[config.mk]
export PLATFORM = sky130hd
export DESIGN_NAME = char_present_seq_flat
export DESIGN_NICKNAME = d
export VERILOG_FILES = /design/src/rtl/char_present_seq_if.sv /design/src/rtl/char_present_seq.sv /design/src/flat_wrapper.sv
export SDC_FILE = /design/constraint.sdc
export NUM_CORES = 1
export LEC_CHECK = 0
export BUFFER_PORTS_ARGS = -buffer_cell sky130_fd_sc_hd__buf_4
export CELL_PAD_IN_SITES_DETAIL_PLACEMENT = 0
export CELL_PAD_IN_SITES_GLOBAL_PLACEMENT = 1
export CORE_MARGIN = 4
export CORE_UTILIZATION = 40
export DETAILED_ROUTE_END_ITERATION = 8
export PLACE_DENSITY = 0.72
export SYNTH_ARGS = -nofsm -noshare
export SYNTH_HDL_FRONTEND = slang
export SYNTH_SLANG_ARGS = --single-unit
[constraint.sdc]
create_clock -name clk -period 5.27 [get_ports clk]
set_input_delay 0.2635 -clock clk [delete_from_list [all_inputs] [get_ports clk]]
set_output_delay 0.2635 -clock clk [all_outputs]
set_load 0.01 [all_outputs]
[src/rtl/char_present_seq_if.sv]
// Bus between the host/config side and the character presentation sequencer.
// The host pulses start or abort for one cycle. count_valid and done are one-cycle strobes with no backpressure. Config inputs are sampled only when start is accepted.
interface char_present_seq_if #(
  parameter int HOLD_W = 16,
  parameter int REST_W = 16
);
  logic              start;
  logic              abort;
  logic [HOLD_W-1:0] hold_cycles;
  logic [REST_W-1:0] rest_cycles;
  logic [1:0]        char_first;
  logic [1:0]        char_last;
  logic [3:0]        loops;
  logic              digit;
  logic [1:0]        char_select;
  logic              pwm_en;
  logic              busy;
  logic [HOLD_W-1:0] spike_count;
  logic              count_valid;
  logic              done;
  logic [1:0]        dbg_state;

  modport master (
    output start, abort, hold_cycles, rest_cycles, char_first, char_last, loops, digit,
    input  char_select, pwm_en, busy, spike_count, count_valid, done, dbg_state
  );

  modport slave (
    input  start, abort, hold_cycles, rest_cycles, char_first, char_last, loops, digit,
    output char_select, pwm_en, busy, spike_count, count_valid, done, dbg_state
  );
endinterface

[src/rtl/char_present_seq.sv]
// Sweeps char_select over a latched character range, holding each one with PWM enabled,
// optionally resting between characters, and reports the digit spikes counted per presentation.
module char_present_seq #(
  parameter int HOLD_W = 16,
  parameter int REST_W = 16
) (
  input  logic                clk,
  input  logic                rst_n,
  char_present_seq_if.slave   bus
);

  typedef enum logic [1:0] {
    S_IDLE    = 2'd0,
    S_PRESENT = 2'd1,
    S_REST    = 2'd2,
    S_DONE    = 2'd3
  } state_t;

  state_t            state_q, state_d;
  logic [HOLD_W-1:0] hold_m1_q, hcnt_q, acc_q, spike_q;
  logic [REST_W-1:0] rest_q, rcnt_q;
  logic [1:0]        first_q, last_q, cur_q;
  logic [3:0]        rem_q;
  logic              inf_q, cv_q;
  logic              go, hold_end, rest_end, advance, sweep_end, last_loop;

  assign go = bus.start && !bus.abort;

  always_comb begin
    hold_end  = (state_q == S_PRESENT) && (hcnt_q == hold_m1_q);
    rest_end  = (state_q == S_REST) && (rcnt_q == rest_q - REST_W'(1));
    advance   = (hold_end && (rest_q == '0)) || rest_end;
    sweep_end = (cur_q == last_q);
    last_loop = !inf_q && (rem_q == 4'd1);
    state_d   = state_q;
    case (state_q)
      S_IDLE: if (go) state_d = S_PRESENT;
      S_PRESENT: begin
        if (hold_end) begin
          if (rest_q != '0)             state_d = S_REST;
          else if (sweep_end && last_loop) state_d = S_DONE;
          else                          state_d = S_PRESENT;
        end
      end
      S_REST: begin
        if (rest_end) begin
          if (sweep_end && last_loop) state_d = S_DONE;
          else                        state_d = S_PRESENT;
        end
      end
      S_DONE:  state_d = S_IDLE;
      default: state_d = S_IDLE;
    endcase
    if (bus.abort && (state_q != S_IDLE)) state_d = S_IDLE;
  end

  always_ff @(posedge clk or negedge rst_n) begin
    if (!rst_n) state_q <= S_IDLE;
    else        state_q <= state_d;
  end

  always_ff @(posedge clk or negedge rst_n) begin
    if (!rst_n) begin
      hold_m1_q <= '0;
      hcnt_q    <= '0;
      acc_q     <= '0;
      spike_q   <= '0;
      rest_q    <= '0;
      rcnt_q    <= '0;
      first_q   <= 2'd0;
      last_q    <= 2'd0;
      cur_q     <= 2'd0;
      rem_q     <= 4'd0;
      inf_q     <= 1'b0;
      cv_q      <= 1'b0;
    end else begin
      cv_q <= 1'b0;
      case (state_q)
        S_IDLE: begin
          if (go) begin
            hold_m1_q <= (bus.hold_cycles == '0) ? '0 : bus.hold_cycles - HOLD_W'(1);
            rest_q    <= bus.rest_cycles;
            first_q   <= bus.char_first;
            last_q    <= bus.char_last;
            rem_q     <= bus.loops;
            inf_q     <= (bus.loops == 4'd0);
            cur_q     <= bus.char_first;
            hcnt_q    <= '0;
            rcnt_q    <= '0;
            acc_q     <= '0;
          end
        end
        S_PRESENT: begin
          if (hold_end) begin
            hcnt_q <= '0;
            acc_q  <= '0;
            // An abort on the closing cycle discards this presentation's count.
            if (!bus.abort) begin
              spike_q <= acc_q + HOLD_W'(bus.digit);
              cv_q    <= 1'b1;
            end
          end else begin
            hcnt_q <= hcnt_q + HOLD_W'(1);
            acc_q  <= acc_q + HOLD_W'(bus.digit);
          end
        end
        S_REST: begin
          if (rest_end) rcnt_q <= '0;
          else          rcnt_q <= rcnt_q + REST_W'(1);
        end
        default: ;
      endcase
      if (advance && !bus.abort) begin
        if (!sweep_end) begin
          cur_q <= cur_q + 2'd1;
        end else begin
          if (!inf_q)     rem_q <= rem_q - 4'd1;
          if (!last_loop) cur_q <= first_q;
        end
      end
    end
  end

  assign bus.char_select = cur_q;
  assign bus.pwm_en      = (state_q == S_PRESENT);
  assign bus.busy        = (state_q != S_IDLE);
  assign bus.spike_count = spike_q;
  assign bus.count_valid = cv_q;
  assign bus.done        = (state_q == S_DONE);
  assign bus.dbg_state   = state_q;

endmodule

[src/flat_wrapper.sv]
// flat-port wrapper written by rule: the top's interface ports become plain ports
module char_present_seq_flat 
#(
  parameter int HOLD_W = 16,
  parameter int REST_W = 16
)
  (clk, rst_n, bus_start, bus_abort, bus_hold_cycles, bus_rest_cycles, bus_char_first, bus_char_last, bus_loops, bus_digit, bus_char_select, bus_pwm_en, bus_busy, bus_spike_count, bus_count_valid, bus_done, bus_dbg_state);
  char_present_seq_if #(.HOLD_W(HOLD_W), .REST_W(REST_W)) bus_i ();
  input  logic clk;
  input  logic rst_n;
  input wire logic [$bits(bus_i.start)-1:0] bus_start;
  input wire logic [$bits(bus_i.abort)-1:0] bus_abort;
  input wire logic [$bits(bus_i.hold_cycles)-1:0] bus_hold_cycles;
  input wire logic [$bits(bus_i.rest_cycles)-1:0] bus_rest_cycles;
  input wire logic [$bits(bus_i.char_first)-1:0] bus_char_first;
  input wire logic [$bits(bus_i.char_last)-1:0] bus_char_last;
  input wire logic [$bits(bus_i.loops)-1:0] bus_loops;
  input wire logic [$bits(bus_i.digit)-1:0] bus_digit;
  output wire logic [$bits(bus_i.char_select)-1:0] bus_char_select;
  output wire logic [$bits(bus_i.pwm_en)-1:0] bus_pwm_en;
  output wire logic [$bits(bus_i.busy)-1:0] bus_busy;
  output wire logic [$bits(bus_i.spike_count)-1:0] bus_spike_count;
  output wire logic [$bits(bus_i.count_valid)-1:0] bus_count_valid;
  output wire logic [$bits(bus_i.done)-1:0] bus_done;
  output wire logic [$bits(bus_i.dbg_state)-1:0] bus_dbg_state;
  assign bus_i.start = bus_start;
  assign bus_i.abort = bus_abort;
  assign bus_i.hold_cycles = bus_hold_cycles;
  assign bus_i.rest_cycles = bus_rest_cycles;
  assign bus_i.char_first = bus_char_first;
  assign bus_i.char_last = bus_char_last;
  assign bus_i.loops = bus_loops;
  assign bus_i.digit = bus_digit;
  assign bus_char_select = bus_i.char_select;
  assign bus_pwm_en = bus_i.pwm_en;
  assign bus_busy = bus_i.busy;
  assign bus_spike_count = bus_i.spike_count;
  assign bus_count_valid = bus_i.count_valid;
  assign bus_done = bus_i.done;
  assign bus_dbg_state = bus_i.dbg_state;
  char_present_seq #(.HOLD_W(HOLD_W), .REST_W(REST_W)) u_core (.clk(clk), .rst_n(rst_n), .bus(bus_i));
endmodule
==> flow_metrics.tcl <==
set metrics [dict create \
    grt_pass1_wl_mm 25.2 \
    floorplan.core_area_sq_mm 0.0154 \
    mappedNetlistArea_sq_mm 0.00633 \
    final.setup.tns_ps 0 \
    synth.net_count 771 \
    synth_flop_cell "sky130_fd_sc_hd__dfrtp_1" \
    path_max_fanout 30 \
    mostFrequentLayoutCell "sky130_fd_sc_hd__nand2_1" \
    top_level_ports 69 \
    dp_hpwl_mm 11.0 \
    totalPowerFinal_mw 2.47 \
    cts.reportedPaths.clkPinSlew_ps 70 \
    initial_util 0.412 \
    layout-drive-gt1-share 0.147 \
    timing.critical_path.required_ps 5510 \
    port_buffers 68 \
    crit_path_cell_trace "inv_1 -> ha_1 -> xor3_4 -> nor4_4 -> o2111ai_4 -> nand4bb_1 -> a2111oi_2 -> or2_2 -> o21ai_1 -> a21o_1" \
    height_of_the_die_um 134 \
    seq_area_frac_synth 0.435 \
    via_count 5211 \
    yosysWarnings 0 \
    fin_area_sq_mm 0.00744 \
    gr-usage-all-layers 0.172 \
    finalCritPeriodShare 0.631 \
    antenna_left 0 \
    syn-instance-count 717 \
    cts-htree-levels 3 \
    setup_slack_reg_to_reg_ps 1940 \
    leakage_nw 3.33 \
    run_status "complete, no violations" \
    routed_wl_mm 15.0 \
    rsz0062_at_grt "false" \
    post_drt_via_cell_ratio 5.29 \
    detail_route.drc_violations 0 \
    total_die_area_sq_mm 0.0179 \
    grt_overflow 0 \
    timing.final.hold_violations 0 \
    fill_cells 1500 \
    drv.max_cap_violation_count 0 \
    synthToLayoutAreaGrowth_pct 17.4 \
    critical-path-max-stage-delay_ps 550 \
    max-vdd-ir-drop_v 0.000198 \
    async_reset_ff_frac 1.00 \
    setup.worst_path.end_class "flop" \
    cp_data_arrival_time_ps 3570 \
    worst_clock_skew_ps 4.39 \
    slowest_stage "sky130_fd_sc_hd__xor3_4" \
    final_max_slew_viol_count 0 \
    firstDrtPassIters 4 \
    antenna_violations_before_repair 0 \
    detailedRoute.firstIterationViolations 259 \
    worst-setup-path-type "flop to flop" \
    final_nets 823 \
    tritoncts_num_sinks 110 \
    clk_path_buf_depth 2 \
    mostFrequentLayoutCells "sky130_fd_sc_hd__nand2_1 (165), sky130_fd_sc_hd__dfrtp_1 (110), sky130_fd_sc_hd__o21ai_1 (100)" \
    fmax_ghz 0.301 \
    synthesis.area_per_instance_sq_um 8.84 \
    grt_pass1_vias 5086 \
    cts_repair_resize_count 0 \
    routedLengthMet1_mm 7.20 \
    setup_viol 0 \
    count_of_inserted_antenna_diode_cells 0 \
    dpl_cell_area_sq_mm 0.00701 \
    synth.lib_cells_used.distinct 64 \
    cts_root_buf "sky130_fd_sc_hd__clkbuf_16" \
    power_density_mw_per_mm2 333 \
    number_of_enable_type_register_cells_in_the_synthesized_netlist 0 \
    gpl.final_weighted_congestion 0.838 \
    std_cell_rows 45 \
    chipWidth_um 134 \
    cts-buffers-inserted 9 \
    detail_route_met2_wl_mm 7.03 \
    timing_worst_slew_pin_value_ps 1080 \
    detailroute.wirelength.met3_um 518 \
    cp-start-kind "flop" \
    grt_max_degree 67 \
    clk_lat_worst_skew_ps 350 \
    wl_cell_um 15.2 \
    worstHoldPathType "primary input to flop" \
    cts_tree "done" \
    maxSlewHeadroom 0.275 \
    topRoutingLayerUsed "met4" \
    postSynthRegisterBits 110 \
    min_period_ps 3330 \
]
[logic make-up (layout without fill, tap and decap cells)]
| family | after synthesis | count (layout) | share of synthesized area |
|---|---|---|---|
| compound gates | 156 | 156 | 0.152 |
| xor+xnor | 69 | 69 | 0.103 |
| fa+ha+maj | 9 | 9 | 0.0178 |
| buf+inv | 45 | 102 | 0.0288 |
| flops | 110 | 110 | 0.435 |
| mux | 4 | 4 | 0.00711 |
| simple gates | 324 | 324 | 0.257 |
[synthesized netlist by cell type, types with 8 or more instances]
cell type	n	area (sq um)
sky130_fd_sc_hd__a21oi_1	8	40.0
sky130_fd_sc_hd__inv_1	11	41.3
sky130_fd_sc_hd__nand2_1	165	619
sky130_fd_sc_hd__xnor2_1	55	482
sky130_fd_sc_hd__ha_1	9	113
sky130_fd_sc_hd__nor2_1	23	86.3
sky130_fd_sc_hd__nor3_1	9	45.0
sky130_fd_sc_hd__dfrtp_1	110	2750
sky130_fd_sc_hd__nand4_1	14	87.6
sky130_fd_sc_hd__a21o_1	13	97.6
sky130_fd_sc_hd__o21ai_1	100	500
sky130_fd_sc_hd__clkbuf_1	24	90.1
sky130_fd_sc_hd__xor2_1	11	96.3
sky130_fd_sc_hd__o211ai_1	9	67.6
sky130_fd_sc_hd__nand3_1	18	90.1
sky130_fd_sc_hd__nand2b_1	9	56.3
sky130_fd_sc_hd__and3_1	30	188
sky130_fd_sc_hd__nor3b_1	14	105
[metrics by stage]
step	hold WS, ps	setup slack (ps)	instances	utilization
CTS	87.6	1910	985	0.484
global route	97.3	1700	985	0.484
floorplan	-32.1	2390	717	-
detailed placement	311	1940	968	0.456
global placement	300	2140	968	0.456
finish	99.0	1940	985	0.484
[worst paths after layout]
check | cells past startpoint | end | from
min reg2reg | 2 | u_core.bus.spike_count[7]$_DFFE_PN0P_ | u_core.bus.spike_count[7]$_DFFE_PN0P_
min | 3 | u_core.last_q[0]$_DFFE_PN0P_ | bus_char_last[0]
max reg2reg | 10 | u_core.rcnt_q[11]$_DFFE_PN0P_ | u_core.rest_q[0]$_DFFE_PN0P_
min in group asynchronous | 2 | u_core.hcnt_q[2]$_DFFE_PN0P_ | rst_n
max | 10 | u_core.rcnt_q[11]$_DFFE_PN0P_ | u_core.rest_q[0]$_DFFE_PN0P_
max in group asynchronous | 3 | u_core.bus.dbg_state[1]$_DFFE_PN0P_ | rst_n
[routing by layer]
layer,GRT usage,vias up
met5,0,-
met4,0.0617,0
met3,0.0296,20
met2,0.282,90
met1,0.230,2503
li1,-,2598
[where the power goes]
part	leakage, nW	internal, mW	total, mW	switching (mW)
registers	1.46	0.927	1.03	0.107
clock network	0.203	0.622	0.940	0.318
logic	1.66	0.224	0.500	0.276
total	3.33	1.77	2.47	0.702
[repair_timing]
action | 4_1_cts | 5_1_grt
hold buffers | 1 | 0
setup buffers | 0 | 0
hold endpoints to repair | 44 | 0
[critical path, delay by kind of cell, from the launching register on]
kind | cells | cell delay, ps
fa+ha+maj | 1 | 280
buf+inv | 1 | 140
flops | 1 | 460
simple gates | 3 | 940
xor+xnor | 1 | 550
compound gates | 4 | 850
[registers in the layout (all words and copies together) (netlist names)]
| name | count |
|---|---|
| u_core.acc_q | 16 |
| u_core.bus.char_select | 2 |
| u_core.bus.count_valid | 1 |
| u_core.bus.dbg_state | 2 |
| u_core.bus.spike_count | 16 |
| u_core.first_q | 2 |
| u_core.hcnt_q | 16 |
| u_core.hold_m1_q | 16 |
| u_core.inf_q | 1 |
| u_core.last_q | 2 |
| u_core.rcnt_q | 16 |
| u_core.rem_q | 4 |
| u_core.rest_q | 16 |
[final cells by class]
type	count	area, sq um	share of cell area
Clock buffer	10	239	0.0321
Clock inverter	6	180	0.0242
Inverter	13	50.0	0.00673
Multi-Input combinational cell	562	3400	0.457
Sequential cell	110	2750	0.370
Tap cell	211	264	0.0355
Timing Repair Buffer	73	551	0.0740
Note: power is estimated with default switching activity, not from simulation.
